==> src/rtl/dmem_arb_pkg.sv <==
// dmem_arb_pkg: shared FSM state and owner encodings for the data-memory arbiter
package dmem_arb_pkg;
    typedef enum logic [1:0] {IDLE = 2'd0, XFER_CPU = 2'd1, XFER_DMA = 2'd2} state_t;
    typedef enum logic {OWN_CPU = 1'b0, OWN_DMA = 1'b1} owner_t;
endpackage

==> src/rtl/dmem_arb_pick.sv <==
// dmem_arb_pick: combinational 2-way pick between eligible CPU and DMA requests
// Ports: cpu_elig/dma_elig eligible requests, last_owner previous grant, starve DMA wait bound hit
//        -> winner granted owner, valid some request eligible
module dmem_arb_pick
    import dmem_arb_pkg::*;
#(
    parameter int PRIO_MODE = 0
) (
    input  logic   cpu_elig,
    input  logic   dma_elig,
    input  owner_t last_owner,
    input  logic   starve,
    output owner_t winner,
    output logic   valid
);
    always_comb begin
        valid  = cpu_elig | dma_elig;
        winner = owner_t'((cpu_elig & dma_elig)
               ? ((PRIO_MODE == 0) ? (last_owner == OWN_CPU) : starve)
               : dma_elig);
    end
endmodule

==> src/rtl/dmem_arbiter.sv <==
// dmem_arbiter: shares one data-memory port between the CPU and a DMA/debug requester
// Ports: clk, reset (async, active-high); cpu_*/dma_* req/we/addr/wdata in, rdata/ack out;
//        mem_we/mem_addr/mem_wdata to data_mem, mem_rdata combinational read data back.
// Macro DMEM_ARB_PERF_EN adds cpu_stall_cnt and dma_grant_cnt saturating counters.
module dmem_arbiter
    import dmem_arb_pkg::*;
#(
    parameter int ADDR_W       = 32,
    parameter int DATA_W       = 32,
    parameter int PRIO_MODE    = 0,
    parameter int DMA_MAX_WAIT = 8
) (
    input  logic              clk,
    input  logic              reset,
    input  logic              cpu_req,
    input  logic              cpu_we,
    input  logic [ADDR_W-1:0] cpu_addr,
    input  logic [DATA_W-1:0] cpu_wdata,
    output logic [DATA_W-1:0] cpu_rdata,
    output logic              cpu_ack,
    input  logic              dma_req,
    input  logic              dma_we,
    input  logic [ADDR_W-1:0] dma_addr,
    input  logic [DATA_W-1:0] dma_wdata,
    output logic [DATA_W-1:0] dma_rdata,
    output logic              dma_ack,
`ifdef DMEM_ARB_PERF_EN
    output logic [31:0]       cpu_stall_cnt,
    output logic [31:0]       dma_grant_cnt,
`endif
    output logic              mem_we,
    output logic [ADDR_W-1:0] mem_addr,
    output logic [DATA_W-1:0] mem_wdata,
    input  logic [DATA_W-1:0] mem_rdata
);
    state_t              state, state_nx;
    owner_t              last_owner, winner;
    logic                valid, cpu_elig, dma_elig, starve;
    logic                lat_we;
    logic [ADDR_W-1:0]   lat_addr;
    logic [DATA_W-1:0]   lat_wdata;
    logic [7:0]          wait_cnt;

    // the owner's req is still high during its ack cycle, so mask it there
    assign cpu_elig = cpu_req & (state != XFER_CPU);
    assign dma_elig = dma_req & (state != XFER_DMA);
    assign starve   = (PRIO_MODE == 1) && (wait_cnt == DMA_MAX_WAIT[7:0]);

    dmem_arb_pick #(.PRIO_MODE(PRIO_MODE)) u_pick (
        .cpu_elig  (cpu_elig),
        .dma_elig  (dma_elig),
        .last_owner(last_owner),
        .starve    (starve),
        .winner    (winner),
        .valid     (valid)
    );

    always_ff @(posedge clk or posedge reset)
        if (reset)
            state <= IDLE;
        else
            state <= state_nx;

    always_comb begin
        state_nx  = valid ? ((winner == OWN_DMA) ? XFER_DMA : XFER_CPU) : IDLE;
        cpu_ack   = state == XFER_CPU;
        dma_ack   = state == XFER_DMA;
        mem_we    = (state != IDLE) & lat_we;
        mem_addr  = lat_addr;
        mem_wdata = lat_wdata;
        cpu_rdata = cpu_ack ? mem_rdata : '0;
        dma_rdata = dma_ack ? mem_rdata : '0;
    end

    // last_owner resets to DMA so the CPU wins the first tie
    always_ff @(posedge clk or posedge reset)
        if (reset) begin
            last_owner <= OWN_DMA;
            lat_we     <= 1'b0;
            lat_addr   <= '0;
            lat_wdata  <= '0;
            wait_cnt   <= '0;
        end else if (valid) begin
            last_owner <= winner;
            lat_we     <= (winner == OWN_DMA) ? dma_we : cpu_we;
            lat_addr   <= (winner == OWN_DMA) ? dma_addr : cpu_addr;
            lat_wdata  <= (winner == OWN_DMA) ? dma_wdata : cpu_wdata;
            if (winner == OWN_DMA)
                wait_cnt <= '0;
            else if (PRIO_MODE == 1 && dma_elig)
                wait_cnt <= wait_cnt + 8'd1;
        end

`ifdef DMEM_ARB_PERF_EN
    always_ff @(posedge clk or posedge reset)
        if (reset) begin
            cpu_stall_cnt <= '0;
            dma_grant_cnt <= '0;
        end else begin
            if (cpu_req & ~cpu_ack & ~&cpu_stall_cnt)
                cpu_stall_cnt <= cpu_stall_cnt + 32'd1;
            if (valid & (winner == OWN_DMA) & ~&dma_grant_cnt)
                dma_grant_cnt <= dma_grant_cnt + 32'd1;
        end
`endif
endmodule

==> config.mk <==
export PLATFORM = sky130hd
export DESIGN_NAME = dmem_arbiter
export DESIGN_NICKNAME = d
export VERILOG_FILES = /design/src/rtl/dmem_arb_pkg.sv /design/src/rtl/dmem_arb_pick.sv /design/src/rtl/dmem_arbiter.sv
export SDC_FILE = /design/constraint.sdc
export NUM_CORES = 1
export LEC_CHECK = 0
export ABC_AREA = 1
export CAP_MARGIN = 20
export CORE_ASPECT_RATIO = 1.5
export CORE_MARGIN = 8
export CORE_UTILIZATION = 30
export CTS_CLUSTER_DIAMETER = 30
export DETAILED_ROUTE_END_ITERATION = 8
export DONT_BUFFER_PORTS = 1
export PLACE_DENSITY = 0.53
export REMOVE_ABC_BUFFERS = 1
export SYNTH_ARGS = -nofsm -noshare
export SYNTH_HDL_FRONTEND = slang
export SYNTH_SLANG_ARGS = --single-unit
==> constraint.sdc <==
create_clock -name clk -period 2.1 [get_ports clk]
set_input_delay 0.42 -clock clk [delete_from_list [all_inputs] [get_ports clk]]
set_output_delay 0.42 -clock clk [all_outputs]
set_load 0.03 [all_outputs]
==> results of run 1 <==
-- worst min path at each step --
stage / start / to / slack, ps / depth (start not counted)
finish: reset / mem_addr[26] / 90 / 1
global route: reset / mem_wdata[23] / 140 / 1
CTS: reset / mem_wdata[23] / 110 / 1
detailed placement: reset / mem_addr[26] / 460 / 1
global placement: reset / mem_wdata[31] / 460 / 1
floorplan: lat_we / lat_we / 470 / 2
-- cells by family (layout without fill, tap and decap cells) --
logic type             count (synthesis)  in the layout
and+or+nand+nor                      343            343
buffers and inverters                 98            154
DFF                                   68             68
AOI/OAI and AO/OA                      3              3
other                                  0              1
-- cell type report --
| type | count | area (sq um) |
|---|---|---|
| diodes | 1 | 2.50 |
| clock buffers | 13 | 280 |
| clock inverters | 1 | 30.0 |
| fillers | 1245 | 7410 |
| inverters | 64 | 240 |
| multi-input cells | 346 | 1500 |
| flip-flops and latches | 68 | 1700 |
| well taps | 153 | 191 |
| repair buffers | 76 | 599 |
-- sequential cells by signal, summed over array words and instances (netlist names) --
| signal | cells |
|---|---|
| mem_wdata | 32 |
| mem_addr | 32 |
| state | 2 |
| last_owner | 1 |
| lat_we | 1 |
-- timing repair --
action                     in CTS  in global routing
gates resized for setup         0                  1
hold endpoints to repair        0                  0
setup endpoints to repair       0                  2
hold buffers                    0                  0
-- per-layer routing --
| metal | wire (microns) | part of all wire (%) | track usage (%) | vias to the layer above |
|---|---|---|---|---|
| li1 | - | - | - | 1689 |
| met3 | 1370 | 10 | 5.96 | 18 |
| met2 | 7290 | 53 | 29.6 | 229 |
| met1 | 4610 | 34 | 15.4 | 1676 |
| met5 | 0 | 0 | 0 | - |
| met4 | 370 | 2.7 | 8.06 | 0 |
-- worst register-to-register path, delay by kind of cell, from the launching register on --
family,cells,cell delay [ps]
buf+inv,3,490
flops,1,420
simple gates,5,620
-- placed cells by master, fill, tap and decap left out, drive strengths merged --
cell    Yosys  layout
nor2       65      65
nand3     131     131
o21ai       1       1
clkbuf     12      13
buf        22      76
diode       0       1
a21oi       1       1
dfstp       1       1
inv        64      64
nand2     147     147
o21a        1       1
dfrtp      67      67
bufinv      0       1
-- through the flow --
stage	total power [mW]	util [%]	instance area [sq um]
6_report	6.48	38.1	4550
5_1_grt	6.85	38.1	4550
4_1_cts	6.58	38.0	4540
3_5_place_dp	4.99	35.4	4230
3_3_place_gp	4.94	35.4	4230
2_1_floorplan	4.17	-	3440
-- power by group --
group	switching [mW]	leakage, nW	internal, mW
Sequential	1.24	0.826	1.75
Clock	0.515	0.154	1.03
Combinational	1.31	1.51	0.634
==> impl_metrics.csv, run 1 <==
group,metric,value,unit
outcome,outcome,"finished clean",
global_route,grt_pass1_vias,3777,
worst_setup_path,cp.depth,5,
clock_tree,cts_root_buf,"clkbuf_16",
synth,syn_avg_cell_area,7.13,sq um
clock_tree,cts_tree,"built",
sta,slew_viol_final,0,
worst_setup_path,arrival,1520,ps
synth,synth-seq-cells,68,
detailed_routing,vias,3612,
die,die_h,151,microns
worst_setup_path,r2r_slack,500,ps
synth,postSynth.asyncResetShare,100,%
worst_setup_path,max_stage_delay,420,ps
sta,setup_ws,162,ps
worst_setup_path,critPathTopFamily,"buffers and inverters",
worst_setup_path,crit_end,"dma_rdata[1]",
detailed_routing,wl_per_cell,18.9,microns
synth,synth_area,3650,sq um
clock_tree,cts_max_level,3,
detailed_routing,firstDrtPassIters,4,
global_route,grt_pass1_wl,20.2,mm
clock_tree,cts_buffers,9,
placed_design,dp_hpwl,11.0,mm
sta,timing.fmax,516,MHz
layout,area_delta_synth_final,24.7,%
job,maxCapViolations,0,
placed_design,portBuffers,0,
clock_tree,clock-sinks,68,
pwr,p_leak,2.49,nW
pwr,power.density,1420,nW/um^2
synth,synth_top_area_cell,"dfrtp_1",
synth,synthCells,512,
sta,finalSetupViolations,0,
synth,synth-edff-count,0,
worst_setup_path,path_buf_inv,3,
sta,setup_tns,0,ps
detailed_routing,viasPerCell,5.00,
layout,nets,731,
worst_setup_path,crit_path_end_kind,"output pin",
global_route,grt_max_degree,55,
sta,layout_min_cycle_time,1940,ps
synth,seq_area_frac_synth,46.7,%
sta,holdWs,85.3,ps
worst_setup_path,r2r_start,"state[0]",
synth,synthAdderAreaFrac,0,%
die,die_area,16000,sq um
worst_setup_path,worstPathMaxFanout,20,
clock_tree,clkTransAtPathRegs,50,ps
sta,rsz0062_at_grt,"false",
synth,synthXorXnorAreaFrac,0,%
placed_design,gp_congestion,0.913,
worst_setup_path,slowest_stage,"dfrtp_1",
synth,muxShareOfSynthArea,0,%
detailed_routing,routed_wl,13.6,mm
die,initial_core_util,30.5,%
worst_setup_path,worstPathCellList,"inv_2, nand2_2, buf_6, nor2_1, buf_4",
worst_setup_path,crit_start,"state[0]",
clock_tree,postCtsSetupRepairBufs,0,
global_route,grt.overflow.total,0,
worst_setup_path,critPathLaunchType,"flip-flop",
worst_setup_path,crit_required,1680,ps
detailed_routing,ant_nets,0,
detailed_routing,drt-initial-drc-count,159,
die,die_w,106,microns
worst_setup_path,r2r_cells,8,
synth,synth_top_area_share,46.0,%
sta,finalHoldViolations,0,
clock_tree,cts.path.max_buffers,2,
synth,synth_cell_types,18,
worst_setup_path,critical_path_class,"flip-flop to output pin",
synth,synth_area_leaders,"dfrtp_1 46%, nand3_1 18%, nand2_1 15%",
synth,synth-compound-area-share,0.583,%
sta,worst_pin_slew,688,ps
die,core_area,12000,sq um
sta,slew_headroom,54.1,%
sta,finClkSkew,7.99,ps
pwr,vdd_drop_max,0.601,mV
die,num_io_pins,297,
placed_design,place_inst,707,
worst_setup_path,r2r-end,"mem_addr[22]",
detailed_routing,drc,0,
synth,yosysWarningCount,0,
min_path,min_path_type,"input port to asynchronous set/reset pin",
layout,drive_gt1_share,18.3,%
global_route,grtUsageTotal,16.1,%
synth,synthSimpleGateAreaFrac,40.5,%
synth,yosys_most_used_dff,"dfrtp_1",
synth,synth.most_common_cell,"nand2_1",
placed_design,pre_cts_slack,436,ps
layout,fin_cells,722,
synth,synthTopCellsByCount,"142 x nand2_1, 130 x nand3_1, 67 x dfrtp_1, 65 x nor2_1, 60 x inv_1",
sta,fin_crit_sh,92.3,%
global_route,antenna_found_initial,1,
die,std_cell_rows,49,
clock_tree,worstSkewPairLatency,320,ps
synth,synth_top_family_by_area,"simple AND/OR/NAND/NOR gates",
Power figures use the tool's default switching activity.
==> run 2, diff against run 1 <==
--- a/config.mk
+++ b/config.mk
@@ -5,7 +5,7 @@
 export SDC_FILE = /design/constraint.sdc
 export NUM_CORES = 1
 export LEC_CHECK = 0
-export ABC_AREA = 1
+export ABC_AREA = 0
 export CAP_MARGIN = 20
 export CORE_ASPECT_RATIO = 1.5
 export CORE_MARGIN = 8
==> run 2 against run 1 <==
First-iteration DRC count decreased by 33%. Worst hold slack got worse by 41 ps. Sequential cell count unchanged. Global-route usage decreased by 1.4 points. Sequential power increased by 6.7%. Clock-buffer cell count decreased by 2. Worst setup slack got worse by 61 ps. Die area decreased by 3.8%. Non-clock buffer count decreased by 64. Utilization decreased by 2.8 points. Critical endpoint is now cpu_rdata[23]. Highest routed layer unchanged.
==> impl_metrics.csv, run 2 <==
group,metric,value,unit
sta,finalSetupViolations,0,
min_path,min_path_type,"input port to asynchronous set/reset pin",
worst_setup_path,slowest_stage,"dfrtp_1",
sta,layout_min_cycle_time,2000,ps
placed_design,place_area,3650,sq um
detailed_routing,viasPerCell,5.47,
placed_design,dp_hpwl,9.13,mm
detailed_routing,wl_per_cell,24.5,microns
placed_design,place_inst,455,
synth,yosys_most_used_dff,"dfrtp_1",
layout,drive_gt1_share,27.5,%
synth,synth-edff-count,0,
synth,synth_area_leaders,"dfrtp_1 48%, and2_1 22%, a221o_1 15%",
detailed_routing,firstDrtPassIters,4,
layout,layout_common_cells,"69 x and2_1, 67 x dfrtp_1, 54 x a221o_1",
global_route,antenna_found_initial,0,
sta,finalHoldViolations,0,
global_route,grtUsageTotal,14.7,%
clock_tree,clkTransAtPathRegs,50,ps
pwr,p_leak,1.72,nW
sta,fin_crit_sh,95.2,%
layout,stdcell_area,4020,sq um
pwr,total_power,6.57,mW
die,die_w,104,microns
worst_setup_path,crit_end,"cpu_rdata[23]",
worst_setup_path,r2r_slack,360,ps
synth,synthCells,320,
die,initial_core_util,30.6,%
die,num_io_pins,297,
worst_setup_path,worstPathCellList,"nor2b_2, buf_4, and2_1",
pwr,vdd_drop_max,0.656,mV
worst_setup_path,max_stage_delay,410,ps
detailed_routing,drt-initial-drc-count,107,
global_route,grt.overflow.total,0,
die,die_h,148,microns
worst_setup_path,arrival,1580,ps
placed_design,portBuffers,0,
worst_setup_path,r2r_start,"last_owner",
synth,seq_area_frac_synth,48.8,%
layout,final_common_cell,"and2_1",
layout,nets,482,
synth,synth_top_area_share,48.0,%
synth,synthTopCellsByCount,"120 x and2_1, 67 x dfrtp_1, 54 x a221o_1, 24 x a21oi_1, 13 x clkbuf_1",
synth,postSynth.asyncResetShare,100,%
sta,finClkSkew,5.35,ps
worst_setup_path,worstPathMaxFanout,33,
clock_tree,cts_tree,"built",
synth,synth_area,3490,sq um
layout,area_delta_synth_final,15.2,%
clock_tree,clock-sinks,68,
clock_tree,cts_buffers,9,
detailed_routing,routed_wl,11.5,mm
placed_design,gp_congestion,0.752,
clock_tree,ctsHoldBuffers,0,
worst_setup_path,crit_start,"state[0]",
pwr,power.density,1630,nW/um^2
synth,synth_cell_types,22,
die,core_area,11400,sq um
sta,slew_viol_final,0,
clock_tree,cts_max_level,3,
outcome,outcome,"finished clean",
worst_setup_path,critical_path_class,"flip-flop to output pin",
worst_setup_path,r2r_cells,5,
global_route,grt_pass1_wl,17.8,mm
global_route,grt_pass1_vias,2961,
synth,syn_avg_cell_area,10.9,sq um
synth,synth.most_common_cell,"and2_1",
detailed_routing,ant_nets,0,
detailed_routing,drc,0,
detailed_routing,vias,2572,
synth,synth-seq-cells,68,
clock_tree,cts.path.max_buffers,2,
worst_setup_path,crit_required,1680,ps
die,die_area,15400,sq um
clock_tree,worstSkewPairLatency,330,ps
sta,slew_headroom,59.6,%
sta,timing.fmax,500,MHz
sta,worst_pin_slew,605,ps
worst_setup_path,critPathLaunchType,"flip-flop",
global_route,grt_max_degree,55,
layout,fin_cells,470,
job,maxCapViolations,0,
die,std_cell_rows,48,
synth,yosysWarningCount,0,
synth,synth_top_area_cell,"dfrtp_1",
worst_setup_path,r2r-end,"mem_wdata[10]",
layout,num_antenna_cells,0,
clock_tree,cts_root_buf,"clkbuf_16",
worst_setup_path,crit_path_end_kind,"output pin",
[run 2: per-stage QoR]
| stage | TNS [ps] | hold WS [ps] | util, % | setup slack [ps] |
|---|---|---|---|---|
| after CTS | 0 | 62.3 | 34.7 | 58.8 |
| after floorplan | -79100 | 480 | - | -933 |
| after detailed placement | 0 | 418 | 32.0 | 354 |
| after global routing | -13.2 | 82.3 | 35.2 | -2.27 |
| after global placement | 0 | 418 | 32.0 | 411 |
| final | 0 | 44.3 | 35.2 | 101 |
[run 2: repair_timing]
item                                    CTS  global route
endpoints found under the setup margin    0            62
gates resized for setup                   0            51
buffers inserted                          0             0
[run 2: power by group]
group	internal (mW)	switching (mW)
combinational	0.754	1.11
clock	0.974	0.543
sequential	1.79	1.39
[run 2: worst min-delay path by stage]
stage / from / slack, ps / cells past startpoint / end
2_1_floorplan: lat_we / 480 / 1 / lat_we
3_3_place_gp: reset / 420 / 1 / mem_wdata[22]
3_5_place_dp: reset / 420 / 1 / mem_wdata[20]
4_1_cts: reset / 60 / 1 / mem_wdata[20]
5_1_grt: reset / 80 / 1 / mem_wdata[1]
6_report: reset / 40 / 1 / mem_wdata[20]
[run 2: area by class of cell]
cell class,instances,area [sq um]
timing repair buffer,12,128
multi-input combinational,222,1690
clock inverter,4,48.8
inverter,3,11.3
sequential,68,1700
tap,150,188
clock buffer,11,253
fill,1151,7390
[run 2: routing by layer]
metal | global-route usage (%) | part of all wire [%] | up-vias
li1 | - | - | 1138
met1 | 13.8 | 33 | 1202
met2 | 26.1 | 52 | 221
met3 | 8.23 | 13 | 11
met4 | 5.45 | 1.4 | 0
met5 | 0 | 0 | -
[run 2: logic make-up after synthesis]
kind of cell,share of synthesized area (%)
AO/OA/AOI/OAI,19.9
adder cells (fa/ha/maj),0.323
buffers and inverters,4.80
flip-flops,48.8
multiplexers,3.48
AND/OR/NAND/NOR,22.7
[run 2: critical path, delay by kind of cell (launching register included)]
| family | cells | cell delay [ps] |
|---|---|---|
| flip-flops | 1 | 410 |
| AND/OR/NAND/NOR | 2 | 560 |
| buffers and inverters | 1 | 270 |
